### config.mk
export PLATFORM = sky130hd
export DESIGN_NAME = fir_out_decimator
export DESIGN_NICKNAME = d
export VERILOG_FILES = /design/src/rtl/fir_stream_pkg.sv /design/src/rtl/sync_fifo.sv /design/src/rtl/fir_out_decimator.sv
export SDC_FILE = /design/constraint.sdc
export NUM_CORES = 1
export LEC_CHECK = 0
export BUFFER_PORTS_ARGS = -buffer_cell sky130_fd_sc_hd__buf_2
export CORE_MARGIN = 2
export CORE_UTILIZATION = 55
export DETAILED_ROUTE_END_ITERATION = 7
export PLACE_DENSITY = 0.71
export RECOVER_POWER = 100
export SYNTH_ARGS = -nofsm -noshare
export SYNTH_HDL_FRONTEND = slang
export SYNTH_SLANG_ARGS = --single-unit
### constraint.sdc
create_clock -name clk -period 11.7 [get_ports clk]
set_input_delay 0.585 -clock clk [delete_from_list [all_inputs] [get_ports clk]]
set_output_delay 0.585 -clock clk [all_outputs]
set_load 0.01 [all_outputs]
### src/rtl/fir_stream_pkg.sv
// Shared sample type and saturating gain helper for the FIR output stream.
package fir_stream_pkg;

    localparam int unsigned SAMPLE_W = 16;
    localparam int unsigned SAT_W    = SAMPLE_W + 3;

    typedef logic signed [SAMPLE_W-1:0] sample_t;

    localparam int SAT_MAX_I = 2 ** (SAMPLE_W - 1) - 1;
    localparam logic signed [SAT_W-1:0] SAT_MAX = SAT_W'(SAT_MAX_I);
    localparam logic signed [SAT_W-1:0] SAT_MIN = SAT_W'(-SAT_MAX_I - 1);

    // Left shift by 0..3 in a widened signed intermediate, then clamp to sample range.
    function automatic sample_t sat_shift(input sample_t s, input logic [1:0] shift);
        logic signed [SAT_W-1:0] wide;
        wide = SAT_W'(s) <<< shift;
        if (wide > SAT_MAX) begin
            return {1'b0, {(SAMPLE_W-1){1'b1}}};
        end else if (wide < SAT_MIN) begin
            return {1'b1, {(SAMPLE_W-1){1'b0}}};
        end
        return wide[SAMPLE_W-1:0];
    endfunction

endpackage

### src/rtl/sync_fifo.sv
// Register-based synchronous FIFO; read data is the entry at the registered read pointer.
module sync_fifo #(
    parameter int unsigned WIDTH = 16,
    parameter int unsigned DEPTH = 8
) (
    input  logic                     clk,
    input  logic                     reset,
    input  logic                     push_i,
    input  logic                     pop_i,
    input  logic [WIDTH-1:0]         wdata_i,
    output logic [WIDTH-1:0]         rdata_o,
    output logic                     full_o,
    output logic                     empty_o,
    output logic [$clog2(DEPTH):0]   count_o
);

    localparam int unsigned AW = (DEPTH > 1) ? $clog2(DEPTH) : 1;
    localparam int unsigned CW = $clog2(DEPTH) + 1;

    logic [WIDTH-1:0] mem_q [DEPTH];
    logic [AW-1:0]    wr_ptr_q, wr_ptr_d;
    logic [AW-1:0]    rd_ptr_q, rd_ptr_d;
    logic [CW-1:0]    count_q, count_d;
    logic             do_push;
    logic             do_pop;

    assign full_o  = (count_q == CW'(DEPTH));
    assign empty_o = (count_q == '0);
    assign count_o = count_q;
    assign rdata_o = mem_q[rd_ptr_q];

    // A full FIFO still accepts a push when the same cycle frees an entry.
    assign do_push = push_i && (!full_o || pop_i);
    assign do_pop  = pop_i && !empty_o;

    always_comb begin
        wr_ptr_d = wr_ptr_q;
        rd_ptr_d = rd_ptr_q;
        count_d  = count_q;
        if (do_push) begin
            wr_ptr_d = (wr_ptr_q == AW'(DEPTH - 1)) ? '0 : wr_ptr_q + AW'(1);
        end
        if (do_pop) begin
            rd_ptr_d = (rd_ptr_q == AW'(DEPTH - 1)) ? '0 : rd_ptr_q + AW'(1);
        end
        if (do_push && !do_pop) begin
            count_d = count_q + CW'(1);
        end else if (do_pop && !do_push) begin
            count_d = count_q - CW'(1);
        end
    end

    always_ff @(posedge clk or posedge reset) begin
        if (reset) begin
            wr_ptr_q <= '0;
            rd_ptr_q <= '0;
            count_q  <= '0;
            for (int i = 0; i < int'(DEPTH); i++) begin
                mem_q[i] <= '0;
            end
        end else begin
            wr_ptr_q <= wr_ptr_d;
            rd_ptr_q <= rd_ptr_d;
            count_q  <= count_d;
            if (do_push) begin
                mem_q[wr_ptr_q] <= wdata_i;
            end
        end
    end

endmodule

### src/rtl/fir_out_decimator.sv
// FIR output stage: drops warm-up samples, applies saturating gain, decimates, and buffers
// kept samples in a FIFO behind a valid/ready stream.
module fir_out_decimator
    import fir_stream_pkg::*;
#(
    parameter int unsigned DATA_W     = 16,
    parameter int unsigned DECIM      = 4,
    parameter int unsigned WARMUP     = 3,
    parameter int unsigned GAIN_SHIFT = 0,
    parameter int unsigned FIFO_DEPTH = 8
) (
    input  logic                           clk,
    input  logic                           reset,
    input  logic signed [DATA_W-1:0]       in_data,
    input  logic                           in_en,
    output logic signed [DATA_W-1:0]       out_data,
    output logic                           out_valid,
    input  logic                           out_ready,
    output logic                           overflow,
    input  logic                           clr_overflow,
    output logic [$clog2(FIFO_DEPTH):0]    fill_level
);

    localparam int unsigned WARM_W = (WARMUP > 0) ? $clog2(WARMUP + 1) : 1;
    localparam int unsigned PH_W   = (DECIM > 1) ? $clog2(DECIM) : 1;

    logic [WARM_W-1:0] warm_q, warm_d;
    logic [PH_W-1:0]   phase_q, phase_d;
    logic              ovf_q, ovf_d;
    logic              warm_done;
    logic              keep;
    logic              push;
    logic              pop;
    logic              drop;
    logic              fifo_full;
    logic              fifo_empty;
    logic [DATA_W-1:0] fifo_rdata;
    logic [DATA_W-1:0] gained;

    assign warm_done = (warm_q == WARM_W'(WARMUP));
    assign gained    = DATA_W'(sat_shift(sample_t'(in_data), 2'(GAIN_SHIFT)));

    // Counters only move on accepted samples; phase starts once warm-up has saturated.
    always_comb begin
        warm_d  = warm_q;
        phase_d = phase_q;
        keep    = 1'b0;
        if (in_en) begin
            if (!warm_done) begin
                warm_d = warm_q + WARM_W'(1);
            end else begin
                keep    = (phase_q == '0);
                phase_d = (phase_q == PH_W'(DECIM - 1)) ? '0 : phase_q + PH_W'(1);
            end
        end
    end

    assign pop  = !fifo_empty && out_ready;
    assign push = keep && (!fifo_full || pop);
    assign drop = keep && fifo_full && !pop;

    // Setting wins over a same-cycle clear so no drop event is ever lost.
    always_comb begin
        ovf_d = ovf_q;
        if (drop) begin
            ovf_d = 1'b1;
        end else if (clr_overflow) begin
            ovf_d = 1'b0;
        end
    end

    always_ff @(posedge clk or posedge reset) begin
        if (reset) begin
            warm_q  <= '0;
            phase_q <= '0;
            ovf_q   <= 1'b0;
        end else begin
            warm_q  <= warm_d;
            phase_q <= phase_d;
            ovf_q   <= ovf_d;
        end
    end

    sync_fifo #(
        .WIDTH (DATA_W),
        .DEPTH (FIFO_DEPTH)
    ) u_fifo (
        .clk     (clk),
        .reset   (reset),
        .push_i  (push),
        .pop_i   (pop),
        .wdata_i (gained),
        .rdata_o (fifo_rdata),
        .full_o  (fifo_full),
        .empty_o (fifo_empty),
        .count_o (fill_level)
    );

    assign out_data  = fifo_rdata;
    assign out_valid = !fifo_empty;
    assign overflow  = ovf_q;

endmodule
# --- Word level (Yosys, flattened, before mapping) ---
# Cells that the tools add are included.
word_totals:
  ff_bits: 143
  elab_cells: 74
  output_inout_bits: 22
  in_bits: 21
op_classes:
  n_bitwise: 3
  eq_ne: 5
  n_mux: 20
  n_lt_le_gt_ge: 5
  n_reduce_logical: 21
  add_sub_neg: 6
ops:
  columns: ["op", "n"]
  rows:
  - ["$bwmux W128", 1]
  - ["$mux W16", 6]
  - ["$bmux W16 S3", 1]
  - ["$demux W16 S3", 1]
  - ["$gt A16 B16 Y1 const B", 1]
  - ["$lt A16 B16 Y1 const B", 1]
  - ["$logic_and A1 B1 Y1", 9]
  - ["$ge A4 B4 Y1 const B", 2]
  - ["$mux W4", 2]
  - ["$not A3 Y4", 2]
  - ["$add A3 B1 Y3 const B", 2]
  - ["$eq A3 B3 Y1 const B", 2]
  - ["$mux W1", 6]
  - ["$mux W3", 2]
  - ["$logic_not A1 Y1", 5]
  - ["$add A2 B1 Y2 const B", 2]
  - ["$add A4 B1 Y4 const B", 1]
  - ["$eq A2 B2 Y1 const B", 2]
  - ["$eq A4 B4 Y1 const B", 1]
  - ["$logic_not A4 Y1", 1]
  - ["$lt A4 B1 Y1 const B", 1]
  - ["$reduce_and A2 Y1", 2]
  - ["$reduce_bool A2 Y1", 2]
  - ["$sub A4 B1 Y4 const B", 1]
  - ["other kinds (4)", 4]

# --- Depth between registers and ports, before layout ---
logic_depth:
  depth_word: 10
  depth_mapped: 11
  ltp_nobuf: 10

# --- Cells and area by module ---
# From an unflattened synthesis, not the netlist that was laid out.
hier_totals:
  cells_unflattened: 434
  area_unflattened_um2: 7066.8
modules_own_cells:
  columns: ["mod", "area_each_um2", "cells_each", "instances", "seq_area_each_um2"]
  rows:
  - ["sync_fifo", 6710.2, 393, 1, 3453.3]
  - ["fir_out_decimator", 356.6, 41, 1, 125.1]

# --- Worst setup path before layout ---
# No wires, ideal clock.
synth_timing:
  path_kind: "reg2reg"
  startpoint: "register u_fifo.count_q[0], in the netlist u_fifo.count_o[0]"
  endpoint: "register u_fifo.count_q[3], in the netlist u_fifo.count_o[3]"
  period_less_slack_ns: 2.678
  t_arrival_ns: 2.547
  required_ns: 11.569
  slack_ns: 9.022
  setup_time_ns: 0.131
  n_path_buf: 0
  path_stages_with_launch: 9
  cell_sequence: "dfrtp_1 > or4_1 > nand2_1 > ha_1 > inv_1 > ha_1 > or4_1 > nand3_1 > o211ai_1"
synth_between:
  elab_chain_cells: 9
  elab_cells_between_ends: 18
  cone_classes: "add/sub (2); eq/ne (1); mux (2); reduce/logical (13)"
synth_lines:
  columns: ["element", "line", "text"]
  rows:
  - ["start, declared", "sync_fifo.sv:23", "logic [CW-1:0] count_q, count_d;"]
  - ["start signal, assigned", "sync_fifo.sv:64", "count_q <= count_d;"]
  - ["$logic_not A4 Y1 (*)", "sync_fifo.sv:28", "assign empty_o = (count_q == '0);"]
  - ["$logic_not A1 Y1 (*)", null, null]
  - ["via out_valid", "fir_out_decimator.sv:17", "output logic out_valid,"]
  - ["$logic_and A1 B1 Y1", "fir_out_decimator.sv:58", "assign pop = !fifo_empty && out_ready;"]
  - ["$logic_or A1 B1 Y1", "sync_fifo.sv:33, fir_out_decimator.sv:59", null]
  - ["$logic_and A1 B1 Y1", "fir_out_decimator.sv:59", "assign push = keep && (!fifo_full || pop);"]
  - ["$logic_and A1 B1 Y1", "sync_fifo.sv:33", "assign do_push = push_i && (!full_o || pop_i);"]
  - ["$logic_not A1 Y1", "sync_fifo.sv:48", "end else if (do_pop && !do_push) begin"]
  - ["$logic_and A1 B1 Y1", "sync_fifo.sv:48", null]
  - ["$reduce_bool A2 Y1 (no source line)", null, null]
# The timed path passes the listed nets; every way through them passes the cells marked *. The select of a mux whose other input is x is not followed.
# A chain may end at the register's enable or synchronous reset.

==> summary.txt <==
Timing
  • Final worst slack: 5.90 ns
  • Final Setup Violations: 0
  • Post-route minimum period: 5.80 ns
  • Post-route setup TNS: 0 ns
  • Unrepaired setup endpoints after global routing: no
  • Fin crit share: 49.6%
  • Slew Limit Fails: between 200 and 250
  • Clock skew: 0.00580 ns
  • Fin. Hold Viols: 0
  • Slew Limit Headroom: -179%
  • Max Fclk: 0.172 GHz
  • Measured slew at the worst slew-check pin: 4.19 ns

Global routing
  • Gr usage total: 21.6%
  • Met3 usage: roughly 5.6%
  • First-pass GRT wire length: 21300 µm
  • Largest net degree at the start of global routing: 83
  • Grt total ovfl: 0
  • GR Util met1: between 20% and 30%
  • Met2 Use GR: about a third
  • Gr busiest metal: met2
  • Initial antenna violation count: 0
  • Vias in the first global route: 3945

Drt
  • Vias/cell: 5.76
  • Pre-Repair DR Iteration Count: 4
  • DRC violations left: 0
  • Avg WL per Cell: 20.3 µm
  • Routed Antenna Nets: 0
  • DR iter-0 viols: 264
  • Final wirelength: 13000 µm
  • Total number of vias: 3690

Floorplanning
  • Number of I/O pins: 43
  • Die Width: 115 µm
  • Core box area: around 0.012 mm²
  • Rows: 40
  • Die area: 0.0133 mm²
  • Initial Util: a little under three fifths
  • Chip Height: between 100 and 150 µm

Cells and area
  • Diode count: 0
  • Area Growth Syn to Fin: 10.6%
  • Nets: around 490
  • Layout Utilization: 62.5%
  • Commonest non-fill, non-tap cell in the layout: mux2_2
  • Multi-input combinational cell area: 0.00289 mm²
  • Most frequent cells in the layout: mux2_2, dfrtp_1, mux4_2, clkbuf_1, buf_2
  • Filler cell count: ~900
  • Fraction of layout cells with a size suffix above 1: around half
  • Register area: 0.00358 mm²

Clocking
  • CTS H-tree lvls: 4
  • # Post-CTS Setup Buffers: 0
  • Post-cts sizing count: 0
  • CTS tree: built
  • Maximum clock insertion buffer count: 2
  • Clk pin slew, worst setup/hold paths: ~0.050 ns
  • Root Buffer: clkbuf_16
  • Clock Sink Count: between 100 and 150
  • Cts bufs inserted: 17
  • Insertion delay to the later sink of the worst-skew pair: 0.41 ns
  • Hold_buf cts: 0

Worst setup path
  • CP Max Fanout: slightly above 80
  • Setup crit end kind: async pin
  • Crit path DAT: between 5 and 6 ns
  • Critical path required time: 11.23 ns
  • Startpoint types: input pin
  • Crit Path Class: input pin to async pin

Place
  • IO buf count: 42
  • Pre-CTS setup slack: between 8 and 9 ns
  • Post-DP HPWL: 7660 µm
  • Routability cong.: about 0.73

Synthesis
  • Syn_nets: 444
  • Yosys warning count: 0
  • Post-Syn Area: approximately 0.0068 mm²
  • Post-synth cell types: 32
  • Flops & latches, synth: 143
  • Avg Synthesized Cell Area: about 17 µm²
  • Syn Inst Count: 412
  • Register area share after synthesis: 52.5%

Min path
  • Worst min path class: input pin to register

Pwr
  • Power per cell area: 252 mW/mm²
  • Power Total: between 1500 and 2000 µW
  • Leakage power: 0.00348 µW
  • Max IR drop VDD: 0.141 mV

Run status
  • Failing checks: capacitance limit, slew limit
  • Outcome: finished, violations left

Run
  • Max_cap viols: 4
[through the flow]
stage / cells / area, µm² / hold slack [ns]
floorplan: 412 / 6820 / 0.453
global placement: 610 / 7150 / 0.467
detailed placement: 610 / 7150 / 0.477
CTS: 641 / 7750 / 0.253
global route: 641 / 7540 / 0.355
finish: 641 / 7540 / 0.366
[critical path, stage by stage]
cell and delay (ns):
buf_2 0.10, clkinvlp_2 1.51, clkbuf_1 3.03
[sequential cells by signal, indices dropped and copies added (netlist names)]
register,count
u_fifo.rd_ptr_q,3
u_fifo.wr_ptr_q,3
warm_q,2
u_fifo.mem_q,128
phase_q,2
u_fifo.count_o,4
overflow,1
[layout make-up]
cell class | count | area share (%)
repair buffers | 53 | 3.07
flip-flops and latches | 143 | 47.5
multi-input cells | 240 | 38.3
inverters | 6 | 0.315
clock buffers | 27 | 7.07
well taps | 168 | 2.79
clock inverters | 4 | 0.963
[synthesized netlist by cell type (all sizes together)]
| library cell | count | area [µm²] |
|---|---|---|
| a2111o | 1 | 11.3 |
| a2111oi | 8 | 220 |
| a21o | 1 | 7.51 |
| a21oi | 3 | 15.0 |
| buf | 21 | 173 |
| clkbuf | 2 | 7.51 |
| dfrtp | 143 | 3580 |
| fa | 1 | 20.0 |
| ha | 10 | 125 |
| inv | 6 | 22.5 |
| mux2 | 153 | 1720 |
| mux2i | 1 | 10.0 |
| mux4 | 32 | 721 |
| nand2 | 5 | 18.8 |
| nand2b | 3 | 18.8 |
| nand3 | 4 | 20.0 |
| nand3b | 2 | 15.0 |
| nor2 | 2 | 7.51 |
| nor2b | 1 | 13.8 |
| nor3 | 3 | 15.0 |
| o211ai | 1 | 7.51 |
| o21ai | 1 | 5.00 |
| o22ai | 1 | 6.26 |
| or2 | 1 | 6.26 |
| or3 | 1 | 6.26 |
| or4 | 2 | 15.0 |
| xnor2 | 3 | 26.3 |
[power breakdown]
part           internal, µW  switching (µW)  total (µW)
Combinational           341             209         550
Clock                   352             187         540
Sequential              659             153         812
Total                  1350             550        1900
[metal layers]
layer / up-vias / part of all wire [%]
li1: 1650 / -
met1: 1973 / 46
met2: 54 / 49
met3: 13 / 3.0
met4: 0 / 1.2
met5: - / 0
[logic make-up (layout without fill, tap and decap cells)]
logic type / count (synthesis) / in the layout / share of synthesized area (%)
buffers and inverters: 29 / 90 / 2.97
DFF: 143 / 143 / 52.5
adders and majority gates: 11 / 11 / 2.13
xor gates and xnor gates: 3 / 3 / 0.386
and+or+nand+nor: 24 / 24 / 2.00
muxes: 186 / 186 / 36.0
AOI/OAI and AO/OA: 16 / 16 / 4.00
[path summary, 6_finish.rpt]
path                                                start                              to  slack [ns]  depth (start not counted)
setup / recovery                                    reset   u_fifo.mem_q[101]$_DFFE_PP0P_        5.90                          3
hold / removal                               clr_overflow            overflow$_DFFE_PP0P_        0.37                          2
setup reg to reg           u_fifo.rd_ptr_q[1]$_DFFE_PP0P_  u_fifo.rd_ptr_q[0]$_DFFE_PP0P_        8.64                          5
hold reg to reg                     warm_q[0]$_DFFE_PP0P_           warm_q[0]$_DFFE_PP0P_        0.48                          1
max in group clk           u_fifo.rd_ptr_q[1]$_DFFE_PP0P_                    out_data[10]        7.49                          4
min in group asynchronous                           reset   u_fifo.count_o[3]$_DFFE_PP0P_        0.93                          2
(Power assumes the default switching activity.)
